### src/rtl/minv_pkg.sv
// minv_pkg: shared sizes, FSM encoding and helpers for the MINV host sequencer.
//   W   operand width in bits
//   DW  MINV word width in bits
//   NW  words per operand
//   IW  word index width
//   CW  shared load/unload cycle counter width (covers NW+RD_LAT-1 for RD_LAT<=3)
//   TW  WAIT timeout counter width
package minv_pkg;
  localparam int W  = 256;
  localparam int DW = 16;
  localparam int NW = W / DW;
  localparam int IW = $clog2(NW);
  localparam int CW = 5;
  localparam int TW = 16;

  typedef enum logic [2:0] {
    ST_IDLE   = 3'd0,
    ST_LOAD_A = 3'd1,
    ST_LOAD_P = 3'd2,
    ST_START  = 3'd3,
    ST_WAIT   = 3'd4,
    ST_UNLOAD = 3'd5,
    ST_DONE   = 3'd6
  } state_t;

  // Word k of a W-bit operand, least-significant word is k=0.
  function automatic logic [DW-1:0] word_of(input logic [W-1:0] v, input logic [IW-1:0] k);
    return v[int'(k) * DW +: DW];
  endfunction
endpackage

### src/rtl/minv_word_shift.sv
// minv_word_shift: assembles a W-bit value from DW-bit words, one word per strobe.
// Ports:
//   clk   clock
//   rst   asynchronous active-low reset, clears the assembled value
//   load  write strobe for this cycle
//   idx   word slot written when load is high
//   din   word to write
//   q     assembled value
module minv_word_shift
  import minv_pkg::*;
(
  input  logic          clk,
  input  logic          rst,
  input  logic          load,
  input  logic [IW-1:0] idx,
  input  logic [DW-1:0] din,
  output logic [W-1:0]  q
);
  for (genvar gi = 0; gi < NW; gi++) begin : g_word
    logic [DW-1:0] word_reg;

    always_ff @(posedge clk or negedge rst) begin
      if (!rst) begin
        word_reg <= '0;
      end else if (load && idx == IW'(gi)) begin
        word_reg <= din;
      end
    end

    assign q[gi*DW +: DW] = word_reg;
  end
endmodule

### src/rtl/minv_seq.sv
// minv_seq: host-side sequencer for MINV. Latches a and p on start, streams them to
// MINV word by word (LSW first), pulses minv_en, waits for minv_rdy (with optional
// timeout), then reads x1 back word by word into res_x1 and pulses done.
// Optional feature macro: MINV_SEQ_DBG_EN (outx2/outt follow outx1, res_x2/res_t ports).
// Ports:
//   clk, rst                  clock, asynchronous active-low reset
//   start, a_in, p_in         host request (start sampled only when idle)
//   busy, done, err           host status
//   res_x1, res_flag          result (valid from done until next start)
//   datain, loada, loadp      word stream towards MINV
//   minv_en                   MINV start pulse
//   outx1, outx2, outt        MINV readout enables
//   regx1out, regx2out, regtout_16   MINV readout words
//   minv_rdy, minv_flag       MINV completion and status
//   res_x2, res_t             (MINV_SEQ_DBG_EN only) x2 and t results
module minv_seq
  import minv_pkg::*;
#(
  parameter int RD_LAT  = 1,
  parameter int TIMEOUT = 65535
) (
  input  logic          clk,
  input  logic          rst,
  input  logic          start,
  input  logic [W-1:0]  a_in,
  input  logic [W-1:0]  p_in,
  output logic          busy,
  output logic          done,
  output logic          err,
  output logic [W-1:0]  res_x1,
  output logic [1:0]    res_flag,
  output logic [DW-1:0] datain,
  output logic          loada,
  output logic          loadp,
  output logic          minv_en,
  output logic          outx1,
  output logic          outx2,
  output logic          outt,
`ifdef MINV_SEQ_DBG_EN
  output logic [W-1:0]  res_x2,
  output logic [W-1:0]  res_t,
`endif
  input  logic [DW-1:0] regx1out,
  input  logic [DW-1:0] regx2out,
  input  logic [DW-1:0] regtout_16,
  input  logic          minv_rdy,
  input  logic [1:0]    minv_flag
);
  state_t        state, state_next;
  logic [CW-1:0] cnt, cnt_next;
  logic [TW-1:0] tcnt, tcnt_next;
  logic          err_next;
  logic [1:0]    flag_next;
  logic [W-1:0]  a_reg, p_reg;
  logic          latch;
  logic          cap;
  logic [IW-1:0] cap_idx;

  always_ff @(posedge clk or negedge rst) begin
    if (!rst) begin
      state    <= ST_IDLE;
      cnt      <= '0;
      tcnt     <= '0;
      err      <= 1'b0;
      res_flag <= '0;
      a_reg    <= '0;
      p_reg    <= '0;
    end else begin
      state    <= state_next;
      cnt      <= cnt_next;
      tcnt     <= tcnt_next;
      err      <= err_next;
      res_flag <= flag_next;
      if (latch) begin
        a_reg <= a_in;
        p_reg <= p_in;
      end
    end
  end

  always_comb begin
    state_next = state;
    cnt_next   = cnt;
    tcnt_next  = tcnt;
    err_next   = err;
    flag_next  = res_flag;
    latch      = 1'b0;
    cap        = 1'b0;
    busy       = 1'b1;
    done       = 1'b0;
    loada      = 1'b0;
    loadp      = 1'b0;
    minv_en    = 1'b0;
    outx1      = 1'b0;
    datain     = '0;
    case (state)
      ST_IDLE: begin
        busy = 1'b0;
        if (start) begin
          latch      = 1'b1;
          err_next   = 1'b0;
          cnt_next   = '0;
          state_next = ST_LOAD_A;
        end
      end
      ST_LOAD_A: begin
        loada  = 1'b1;
        datain = word_of(a_reg, cnt[IW-1:0]);
        if (cnt == CW'(NW - 1)) begin
          cnt_next   = '0;
          state_next = ST_LOAD_P;
        end else begin
          cnt_next = cnt + 1'b1;
        end
      end
      ST_LOAD_P: begin
        loadp  = 1'b1;
        datain = word_of(p_reg, cnt[IW-1:0]);
        if (cnt == CW'(NW - 1)) begin
          cnt_next   = '0;
          state_next = ST_START;
        end else begin
          cnt_next = cnt + 1'b1;
        end
      end
      ST_START: begin
        minv_en    = 1'b1;
        tcnt_next  = '0;
        state_next = ST_WAIT;
      end
      ST_WAIT: begin
        // minv_rdy is tested first so it wins over a coincident timeout.
        if (minv_rdy) begin
          flag_next  = minv_flag;
          cnt_next   = '0;
          state_next = ST_UNLOAD;
        end else if (TIMEOUT != 0 && tcnt == TW'(TIMEOUT - 1)) begin
          err_next   = 1'b1;
          state_next = ST_DONE;
        end else begin
          tcnt_next = tcnt + 1'b1;
        end
      end
      ST_UNLOAD: begin
        // Enable is held for NW cycles; capture trails it by RD_LAT cycles.
        outx1 = (cnt < CW'(NW));
        cap   = (cnt >= CW'(RD_LAT));
        if (cnt == CW'(NW + RD_LAT - 1)) begin
          state_next = ST_DONE;
        end else begin
          cnt_next = cnt + 1'b1;
        end
      end
      ST_DONE: begin
        done       = 1'b1;
        state_next = ST_IDLE;
      end
      default: begin
        state_next = ST_IDLE;
      end
    endcase
  end

  assign cap_idx = IW'(cnt - CW'(RD_LAT));

  minv_word_shift u_x1 (
    .clk  (clk),
    .rst  (rst),
    .load (cap),
    .idx  (cap_idx),
    .din  (regx1out),
    .q    (res_x1)
  );

`ifdef MINV_SEQ_DBG_EN
  minv_word_shift u_x2 (
    .clk  (clk),
    .rst  (rst),
    .load (cap),
    .idx  (cap_idx),
    .din  (regx2out),
    .q    (res_x2)
  );

  minv_word_shift u_t (
    .clk  (clk),
    .rst  (rst),
    .load (cap),
    .idx  (cap_idx),
    .din  (regtout_16),
    .q    (res_t)
  );

  assign outx2 = outx1;
  assign outt  = outx1;
`else
  assign outx2 = 1'b0;
  assign outt  = 1'b0;

  logic unused_dbg;
  assign unused_dbg = ^{regx2out, regtout_16};
`endif
endmodule

### config.mk
export PLATFORM = sky130hd
export DESIGN_NAME = minv_seq
export DESIGN_NICKNAME = d
export VERILOG_FILES = /design/src/rtl/minv_pkg.sv /design/src/rtl/minv_word_shift.sv /design/src/rtl/minv_seq.sv
export SDC_FILE = /design/constraint.sdc
export NUM_CORES = 1
export LEC_CHECK = 0
export ABC_AREA = 1
export CORE_AREA = 2 2 330 332
export CTS_CLUSTER_DIAMETER = 80
export DETAILED_ROUTE_END_ITERATION = 6
export DIE_AREA = 0 0 332 334
export PLACE_DENSITY = 0.54
export SYNTH_ARGS = -nofsm -noshare
export SYNTH_HDL_FRONTEND = slang
export SYNTH_SLANG_ARGS = --single-unit
### constraint.sdc
create_clock -name clk -period 4.2 [get_ports clk]
set_clock_uncertainty 0.2 [all_clocks]
set_input_delay 0.63 -clock clk [delete_from_list [all_inputs] [get_ports clk]]
set_output_delay 0.63 -clock clk [all_outputs]
set_load 0.02 [all_outputs]
==> reports/results.txt <==
status = complete, no violations
R2R Setup Slk = 0.89 ns
setup violators final = 0
Area Overhead vs Synth = 38.2%
initial antenna violation count = 37
crit start category = flop
1st-iter DRT viols = 1900
register bit total from synthesis = 795
Syn Area/Cell = 9.96 um^2
Final period util = 0.971
Clk Tree Root Cell = clkbuf_16
clk buf depth = 3
CP bufs+invs = 4
commonest non-fill, non-tap cell in the layout = nand2_1
Seq/Total Area, Yosys = 0.565
Setup WS post-layout = 0.123 ns
DIE AREA = 111000 um^2
TritonCTS clock tree = built
Final ANT Viol Nets = 0
Syn. warnings = 0
Maximum Capacitance Violations = 0
total grt overflow = 0
Fmax achieved = 245 MHz
crit path time final = 4.08 ns
Post-layout nets = 4873
RSZ-0062 raised after global routing = no
CTS sink count = 795
largest net degree at the start of global routing = 113
Async SR Flop Fraction = 1.00
ys flop type = dfrtp_1
share of layout cells above drive strength 1 = 0.173
dpl cell area = 45100 um^2
P_leak = 21.7 nW
Via density = 5.02
fin area = 48600 um^2
Core ar. = 108000 um^2
dpl hpwl = 102000 um
final wirelength = 139000 um
WP data required = 3.37 ns
most frequent cells in the layout = nand2_1, clkdlybuf4s50_1, dfrtp_1
io pins = 849
met2 Use GR = 0.405
grt peak-use layer = met2
DR WL/cell = 23.9 um
Slew @ Worst Pin = 1.07 ns
chip width = 332 um
drt pass-1 iters = 6
post-synthesis cell count = 3532
Mapped Area = 35200 um^2
total CTS buffers = 94
Placer Congestion = 0.878
critical path type = reg -> out
vias in the first global route = 28779
Worst setup EP type = output port
total power = 0.0351 W
synth unique cells = 30
GR met1 Demand/Resource = 0.306
met3 GRT Util = 0.0591
Initial Util = 0.326
GRT Total Usage = 0.244
Top delay family on crit path = buffers and inverters
first-pass GRT wire length = 199000 um
worst skew pair latency = 0.68 ns
IO buf count = 814
Vias = 29137
CP arrival = 3.25 ns
Remaining DRCs = 0
fin. max-slew vios = 0
dpl ws = 0.327 ns
crit-path max FO = 44
maximum VDD drop = 385 uV
Worst path slowest cell = dfrtp_2
worst-path cell chain = inv_6, nand3_4, buf_4, clkbuf_16, o211ai_1, nand2_1, nand2_1, nand2_1, nor2_1, nor2_1, nor2_1, clkdlybuf4s15_1
crit-path max cell delay = 0.47 ns
final hold violations = 0
Placement Rows = 121
H-tree Lvls = 3
count of flip-flops with a built-in enable after synthesis = 0
Power per Cell Area = 723 nW/um^2
slew margin rel. = 0.286
worst hold path type = reg -> reg
clock slew at reported path FFs = 0.06 ns
setup_tns = 0 ns
Die Y = 334 um
[worst reg2reg max path: cells and delay by family (launching register included)]
kind | cells | cell delay (ns)
AOI/OAI and AO/OA | 1 | 0.20
DFF | 1 | 0.47
buffers and inverters | 4 | 0.82
and+or+nand+nor | 8 | 1.51
[where the power goes]
group / total (W) / internal (W) / leakage [nW] / switching, W
Combinational: 0.0143 / 0.00616 / 11.4 / 0.00809
Clock: 0.00853 / 0.00504 / 1.58 / 0.00349
Sequential: 0.0123 / 0.0107 / 8.73 / 0.00161
[cell families (layout without fill, tap and decap cells)]
kind of cell | Yosys count | after routing | share of synthesized area
AND/OR/NAND/NOR | 1491 | 1491 | 0.176
flip-flops | 795 | 795 | 0.565
multiplexers | 460 | 460 | 0.147
AO/OA/AOI/OAI | 405 | 405 | 0.0619
buffers and inverters | 361 | 1201 | 0.0431
adder cells (fa/ha/maj) | 10 | 10 | 0.00356
XOR/XNOR | 9 | 9 | 0.00224
other | 1 | 21 | 0.000107
[timing repair]
action	CTS	global route
buffers inserted	1	4
hold endpoints to repair	68	0
pin swaps	1	3
gates resized for setup	14	12
hold buffers	1	0
gates cloned	0	3
endpoints found under the setup margin	13	13
[per-stage QoR]
stage | hold WS, ns | cells | utilization
global route | 0.303 | 5803 | 0.451
detailed placement | 0.267 | 5606 | 0.419
global placement | 0.262 | 5606 | 0.419
finish | 0.279 | 5806 | 0.451
floorplan | 0.134 | 3533 | -
CTS | 0.258 | 5780 | 0.449
[path summary, 6_finish.rpt]
| path | startpoint | endpoint | cells past startpoint |
|---|---|---|---|
| max | state[0] | datain[12] | 12 |
| min | res_flag[0] | res_flag[0] | 2 |
| max reg2reg | state[0] | tcnt[7] | 13 |
| min reg2reg | res_flag[0] | res_flag[0] | 2 |
| max in group asynchronous | rst | p_reg[45] | 3 |
| min in group asynchronous | rst | u_x1.g_word[14].word_reg[13] | 2 |
[synthesized netlist by cell type, types with 2 or more instances]
cell type     n  area (um^2)
buf_1        26         97.6
nand4_1     117          732
xnor2_1       2         17.5
buf_2       123          616
xor2_1        7         61.3
ha_1         10          125
buf_4         2         15.0
mux2_2      460         5180
nor2_1       81          304
o21ai_1     239         1200
o21ai_0     100          500
o21bai_1      2         15.0
nor3_1        9         45.0
a31oi_1       2         12.5
o22ai_1       2         12.5
nand2_1    1058         3970
a21oi_1       5         25.0
nor2_4        3         33.8
inv_1       101          379
nand3_1     219         1100
clkbuf_1     99          372
inv_2        10         37.5
o211ai_1     52          390
dfrtp_1     795        19900
nor4_1        3         18.8
[routing by layer]
| metal | wire length [um] | vias to the layer above | part of all wire |
|---|---|---|---|
| met5 | 230 | - | 0.0017 |
| met4 | 4910 | 36 | 0.035 |
| met3 | 9450 | 234 | 0.068 |
| met2 | 66400 | 992 | 0.48 |
| met1 | 57800 | 14392 | 0.42 |
| li1 | - | 13483 | - |
[layout make-up]
cell class                 count  area (um^2)
antenna                       19         47.5
clock buffer                 131         2670
sequential                   795        19900
clock inverter                41          577
fill                       10350        59200
timing repair buffer         918         9370
multi-input combinational   2377        13800
inverter                     111          429
tap                         1414         1770
Note: power is estimated with default switching activity, not from simulation.
